==> config.mk <==
export PLATFORM = sky130hd
export DESIGN_NAME = tri_matrix_reader
export DESIGN_NICKNAME = d
export VERILOG_FILES = /design/src/rtl/tri_matrix_pkg.sv /design/src/rtl/bit_matrix_regfile.sv /design/src/rtl/tri_matrix_reader.sv
export SDC_FILE = /design/constraint.sdc
export NUM_CORES = 1
export LEC_CHECK = 0
export CAP_MARGIN = 5
export CORE_ASPECT_RATIO = 0.75
export CORE_MARGIN = 3
export CORE_UTILIZATION = 40
export CTS_CLUSTER_DIAMETER = 50
export DETAILED_ROUTE_END_ITERATION = 16
export SYNTH_ARGS = -nofsm -noshare
export SYNTH_HDL_FRONTEND = slang
export SYNTH_SLANG_ARGS = --single-unit
==> constraint.sdc <==
create_clock -name clk -period 3.5 [get_ports clk]
set_input_delay 0.7 -clock clk [delete_from_list [all_inputs] [get_ports clk]]
set_output_delay 0.7 -clock clk [all_outputs]
set_load 0.005 [all_outputs]
==> src/rtl/tri_matrix_pkg.sv <==
// Shared types and constants for the triangular bit-matrix reader.
// Beat-count helpers size the scan for a given row count and width.
package tri_matrix_pkg;

  typedef logic [1:0] state_t;

  localparam state_t ST_IDLE = 2'd0;
  localparam state_t ST_SCAN = 2'd1;
  localparam state_t ST_DONE = 2'd2;

  localparam logic LOWER = 1'b0;
  localparam logic UPPER = 1'b1;

  localparam int ONES_W = 6;

  function automatic int lower_beats(
    input int rows
  );
    return rows * (rows + 1) / 2;
  endfunction

  function automatic int upper_beats(
    input int rows,
    input int width
  );
    int n;
    n = 0;
    for (int i = 0; i < rows; i++) begin
      n += width - i;
    end
    return n;
  endfunction

  localparam int LOWER_BEATS = lower_beats(7);
  localparam int UPPER_BEATS = upper_beats(7, 8);

endpackage

==> src/rtl/bit_matrix_regfile.sv <==
// DEPTH x WIDTH bit matrix: one synchronous row write port,
// synchronous clear, and a combinational single-bit read.
module bit_matrix_regfile #(
  parameter int DEPTH = 16,
  parameter int WIDTH = 8
) (
  input  logic             clk,
  input  logic             clr,
  input  logic             we,
  input  logic [3:0]       waddr,
  input  logic [0:WIDTH-1] wdata,
  input  logic [3:0]       rrow,
  input  logic [2:0]       rcol,
  output logic             rbit
);

  logic [0:WIDTH-1] mem_q [DEPTH];
  logic [0:WIDTH-1] mem_d [DEPTH];

  always_comb begin
    for (int i = 0; i < DEPTH; i++) begin
      mem_d[i] = mem_q[i];
      if (we && (waddr == 4'(i))) begin
        mem_d[i] = wdata;
      end
    end
  end

  always_ff @(posedge clk) begin
    for (int i = 0; i < DEPTH; i++) begin
      if (clr) begin
        mem_q[i] <= '0;
      end else begin
        mem_q[i] <= mem_d[i];
      end
    end
  end

  always_comb begin
    rbit = 1'b0;
    for (int i = 0; i < DEPTH; i++) begin
      if (rrow == 4'(i)) begin
        rbit = mem_q[i][rcol];
      end
    end
  end

endmodule

==> src/rtl/tri_matrix_reader.sv <==
// Streams a 16x8 bit matrix one bit per beat in lower or upper
// triangular order and reports how many 1-bits went out.
module tri_matrix_reader
  import tri_matrix_pkg::*;
#(
  parameter int DEPTH = 16,
  parameter int WIDTH = 8,
  parameter int ROWS  = 7
) (
  input  logic              clk,
  input  logic              rst,
  input  logic              wr_en,
  input  logic [3:0]        wr_addr,
  input  logic [0:WIDTH-1]  wr_data,
  output logic              wr_err,
  input  logic              start,
  input  logic              upper,
  output logic              busy,
  output logic              dout_valid,
  input  logic              dout_ready,
  output logic              dout_bit,
  output logic [3:0]        dout_row,
  output logic [2:0]        dout_col,
  output logic              dout_last,
  output logic              done,
  output logic [ONES_W-1:0] ones_cnt
);

  localparam logic [3:0] LAST_ROW = 4'(ROWS - 1);
  localparam logic [2:0] CMAX     = 3'(WIDTH - 1);
  localparam logic [4:0] DEPTH_L  = 5'(DEPTH);

  state_t state_q, state_d;
  logic   mode_q, mode_d;
  logic [3:0] row_q, row_d;
  logic [2:0] col_q, col_d;
  logic   valid_q, valid_d;
  logic   last_q, last_d;
  logic   bit_q, bit_d;
  logic   busy_q, busy_d;
  logic   done_q, done_d;
  logic   err_q, err_d;
  logic [ONES_W-1:0] cnt_q, cnt_d;

  logic       wr_ok;
  logic       xfer;
  logic [3:0] nrow;
  logic [2:0] ncol;
  logic [3:0] rd_row;
  logic [2:0] rd_col;
  logic       rd_bit;
  logic       rd_val;

  function automatic logic is_last(
    input logic [3:0] r,
    input logic [2:0] c,
    input logic       m
  );
    logic end_col;
    end_col = (m == UPPER) ? (c == CMAX)
                           : ({1'b0, c} == r);
    return (r == LAST_ROW) && end_col;
  endfunction

  // Writes are frozen during a scan so the stream is self-consistent.
  assign wr_ok = wr_en
              && (state_q != ST_SCAN)
              && ({1'b0, wr_addr} < DEPTH_L);
  assign xfer  = valid_q && dout_ready;

  always_comb begin
    nrow = row_q;
    ncol = col_q + 3'd1;
    if (mode_q == UPPER) begin
      if (col_q == CMAX) begin
        nrow = row_q + 4'd1;
        ncol = nrow[2:0];
      end
    end else if ({1'b0, col_q} == row_q) begin
      nrow = row_q + 4'd1;
      ncol = '0;
    end
  end

  assign rd_row = (state_q == ST_SCAN) ? nrow : '0;
  assign rd_col = (state_q == ST_SCAN) ? ncol : '0;

  bit_matrix_regfile #(
    .DEPTH (DEPTH),
    .WIDTH (WIDTH)
  ) u_regfile (
    .clk   (clk),
    .clr   (rst),
    .we    (wr_ok),
    .waddr (wr_addr),
    .wdata (wr_data),
    .rrow  (rd_row),
    .rcol  (rd_col),
    .rbit  (rd_bit)
  );

  // A write landing with start must be visible on the first beat.
  assign rd_val = (wr_ok && (wr_addr == rd_row))
                ? wr_data[rd_col]
                : rd_bit;

  always_comb begin
    state_d = state_q;
    mode_d  = mode_q;
    row_d   = row_q;
    col_d   = col_q;
    valid_d = valid_q;
    last_d  = last_q;
    bit_d   = bit_q;
    cnt_d   = cnt_q;
    err_d   = wr_en && !wr_ok;
    unique case (state_q)
      ST_IDLE: begin
        if (start) begin
          state_d = ST_SCAN;
          mode_d  = upper;
          row_d   = '0;
          col_d   = '0;
          cnt_d   = '0;
          valid_d = 1'b1;
          last_d  = is_last('0, '0, upper);
          bit_d   = rd_val;
        end
      end
      ST_SCAN: begin
        if (xfer) begin
          cnt_d = cnt_q + {{(ONES_W-1){1'b0}}, bit_q};
          if (last_q) begin
            state_d = ST_DONE;
            valid_d = 1'b0;
            last_d  = 1'b0;
          end else begin
            row_d  = nrow;
            col_d  = ncol;
            last_d = is_last(nrow, ncol, mode_q);
            bit_d  = rd_val;
          end
        end
      end
      ST_DONE: begin
        state_d = ST_IDLE;
      end
      default: begin
        state_d = ST_IDLE;
        valid_d = 1'b0;
        last_d  = 1'b0;
      end
    endcase
    busy_d = (state_d == ST_SCAN);
    done_d = (state_d == ST_DONE);
  end

  always_ff @(posedge clk) begin
    if (rst) begin
      state_q <= ST_IDLE;
      mode_q  <= LOWER;
      row_q   <= '0;
      col_q   <= '0;
      valid_q <= 1'b0;
      last_q  <= 1'b0;
      bit_q   <= 1'b0;
      busy_q  <= 1'b0;
      done_q  <= 1'b0;
      err_q   <= 1'b0;
      cnt_q   <= '0;
    end else begin
      state_q <= state_d;
      mode_q  <= mode_d;
      row_q   <= row_d;
      col_q   <= col_d;
      valid_q <= valid_d;
      last_q  <= last_d;
      bit_q   <= bit_d;
      busy_q  <= busy_d;
      done_q  <= done_d;
      err_q   <= err_d;
      cnt_q   <= cnt_d;
    end
  end

  assign wr_err     = err_q;
  assign busy       = busy_q;
  assign dout_valid = valid_q;
  assign dout_bit   = bit_q;
  assign dout_row   = row_q;
  assign dout_col   = col_q;
  assign dout_last  = last_q;
  assign done       = done_q;
  assign ones_cnt   = cnt_q;

endmodule

==> flow_summary.ini <==
[job]
cap_violations = 0

[yosys]
yosysUniqueCellTypes = 69
ys_seq_area_share_pct = 40.89
ys_async_sr_fraction_pct = 0
ys_ff_latch = 150
ys_warn_count = 0
synth_area_leaders = dfxtp_1 41%, mux2i_1 19%, nor2_1 8.6%
synth_edf_count = 0
syn_area_um2 = 7343
syn_nets = 867
ys.flop_type = dfxtp_1
yosysTopAreaCell = dfxtp_1
synth_area_per_cell_um2 = 8.701
syn_inst = 844
synth_top_area_share_pct = 40.89

[placement]
portBuffers = 36
gp_congestion = 0.8820
placed_cells = 1122
dpl.hpwl_um = 15400

[worst_setup_path]
path_max_fanout = 12
crit_path_end_kind = flip-flop
worstSetupStartpointType = flip-flop
arrival_ns = 3.69
path_class = reg -> reg
r2r_start = dout_row[1]
worstPathRequired_ns = 3.87
crit_start = dout_row[1]

[sta]
maxSlewViolCount = 0
tns_ns = 0
fin_crit_sh_pct = 94.98
max-slew-margin-rel_pct = 50.97
max_freq_mhz = 300.8
rsz0062_at_grt = false
finalClockSkew_ns = 0.007635
worst_pin_slew_ns = 0.7354
hold_violations = 0
setup_violations = 0
fin_crit_ns = 3.324

[detailed_routing]
avgRoutedWirePerCell_um = 19.61
drc = 0
wl_um = 22600
viasPerCell = 5.622
num_vias = 6476
dr.pass1.iters = 5
ant_nets = 0
drt-initial-drc-count = 516

[power_and_ir_drop]
power_density_nw_per_um2 = 427.2
ir_drop_v = 0.0002169
p_leak_nw = 3.245

[cells_and_area]
diodes = 0
drive_above_1_share_pct = 12.86
synthToLayoutAreaGrowth_pct = 19.34
instances_no_fill = 1152
final_util_pct = 49.19
nets = 922

[clocking]
cts.clk_slew.worst_paths_ns = 0.06
insertion_delay_ns = 0.43
ctsResizeCount = 0
numCtsBuffers = 17
h-tree-depth = 4
cts_tree = done
cts_setup_buffers = 0
cts_max_path_buffers = 2
cts.sinks = 150
hold_buffers = 0
root_buffer = clkbuf_16

[worst_hold_path]
hp-start = u_regfile.mem_q[0][5]
hold_path.class = reg -> reg

[global_routing]
grt_pass1_wl_um = 34970
grt_pass1_vias = 6059
overflow = 0
grt_max_degree = 66
grt_usage_pct = 22.96
antenna_found_initial = 0

[floorplan]
dieWidth_um = 162.5
die_h_um = 123.3
start_util_pct = 41.22
coreArea_um2 = 17810
pin_count = 37
rows = 42
die-area_um2 = 20040

[run_status]
status = completed
## logic make-up after synthesis
logic type | Yosys count | synth area share [%]
AO/OA/AOI/OAI | 143 | 13.60
XOR/XNOR | 13 | 1.653
adder cells (fa/ha/maj) | 5 | 0.8519
buffers and inverters | 66 | 3.697
flip-flops | 150 | 40.89
multiplexers | 146 | 20.12
AND/OR/NAND/NOR | 321 | 19.19
## cell usage after synthesis (all sizes together) (3+ instances only)
cell type    n
a211oi       4
and3         4
xnor2        7
or2          6
o41ai        3
a311oi       3
a31oi       12
nor3        15
inv          4
nor3b        3
ha           5
clkbuf      40
mux2        10
a31o         3
nand2       65
nand4        4
o22ai        3
nor2       170
a21oi       43
buf         22
nor4         3
o21ai       18
o221ai      16
a32oi        3
and2         6
mux2i      136
or4          3
nand2b       9
nand4b       3
nand3       22
o211ai       7
dfxtp      150
or3          3
xor2         6
## stage by stage
stage               setup WS (ns)  power [mW]  hold WS [ns]  cell area (µm²)
floorplan                  0.4376       1.974        0.4329             7343
global placement           0.2257       2.116        0.4429             8242
detailed placement         0.2521       2.116        0.4528             8242
CTS                        0.2144       3.764        0.4619             8763
global route              0.01640       3.871        0.4767             8763
finish                     0.1757       3.743        0.4608             8763
## critical path, stage by stage (launching register included)
cell and delay [ns]:
dfxtp_1 0.60, ha_1 0.39, and4_1 0.23, a31oi_1 0.24
nand2b_1 0.41, o22ai_1 0.15, o311ai_1 0.42, a21oi_1 0.10
or2_1 0.24, a2111oi_2 0.32, o31a_1 0.16
## path summary, 6_finish.rpt
path                           endpoint  slack [ns]  depth (start not counted)
hold reg to reg   u_regfile.mem_q[0][5]        0.46                          2
setup reg to reg               dout_bit        0.18                         10
hold / removal    u_regfile.mem_q[0][5]        0.46                          2
setup / recovery               dout_bit        0.18                         10
## registers in the layout (all words and copies together), names as in the netlist
signal and cells:
wr_err 1, dout_last 1, done 1, dout_bit 1
state_q 2, mode_q 1, ones_cnt 6, busy 1
dout_col 3, u_regfile.mem_q 128, dout_row 4, dout_valid 1
## where the power goes
group / total, mW / internal (mW) / switching [mW]
Clock: 1.66 / 0.916 / 0.742
Sequential: 1.74 / 1.73 / 0.0167
Combinational: 0.341 / 0.125 / 0.216
Total: 3.74 / 2.77 / 0.974
## per-layer routing
layer,global-route usage (%),vias to the layer above,part of all wire (%)
li1,-,3105,-
met1,34.17,3120,48
met2,33.46,229,43
met3,4.923,22,7.8
met4,6.180,0,1.1
met5,0,-,0
## area by class of cell
type	count	area, µm²
Clock buffer	19	442.9
Clock inverter	11	78.83
Fill cell	1731	9051
Inverter	4	15.01
Multi-Input combinational cell	628	4073
Sequential cell	150	3003
Tap cell	242	302.8
Timing Repair Buffer	98	848.3
## layout by cell type (no fill, tap or decap), types with 9 or more instances in the layout
cell / instances
o21ai_0: 17
a21oi_1: 43
mux2_2: 9
dfxtp_1: 150
nand2b_1: 9
buf_4: 61
a31oi_1: 12
nand3_1: 22
o221ai_1: 16
nor3_1: 15
clkbuf_16: 17
nor2_1: 168
nand2_1: 65
clkdlybuf4s50_1: 35
mux2i_1: 136
No activity file was read; power rests on OpenSTA's default activity.
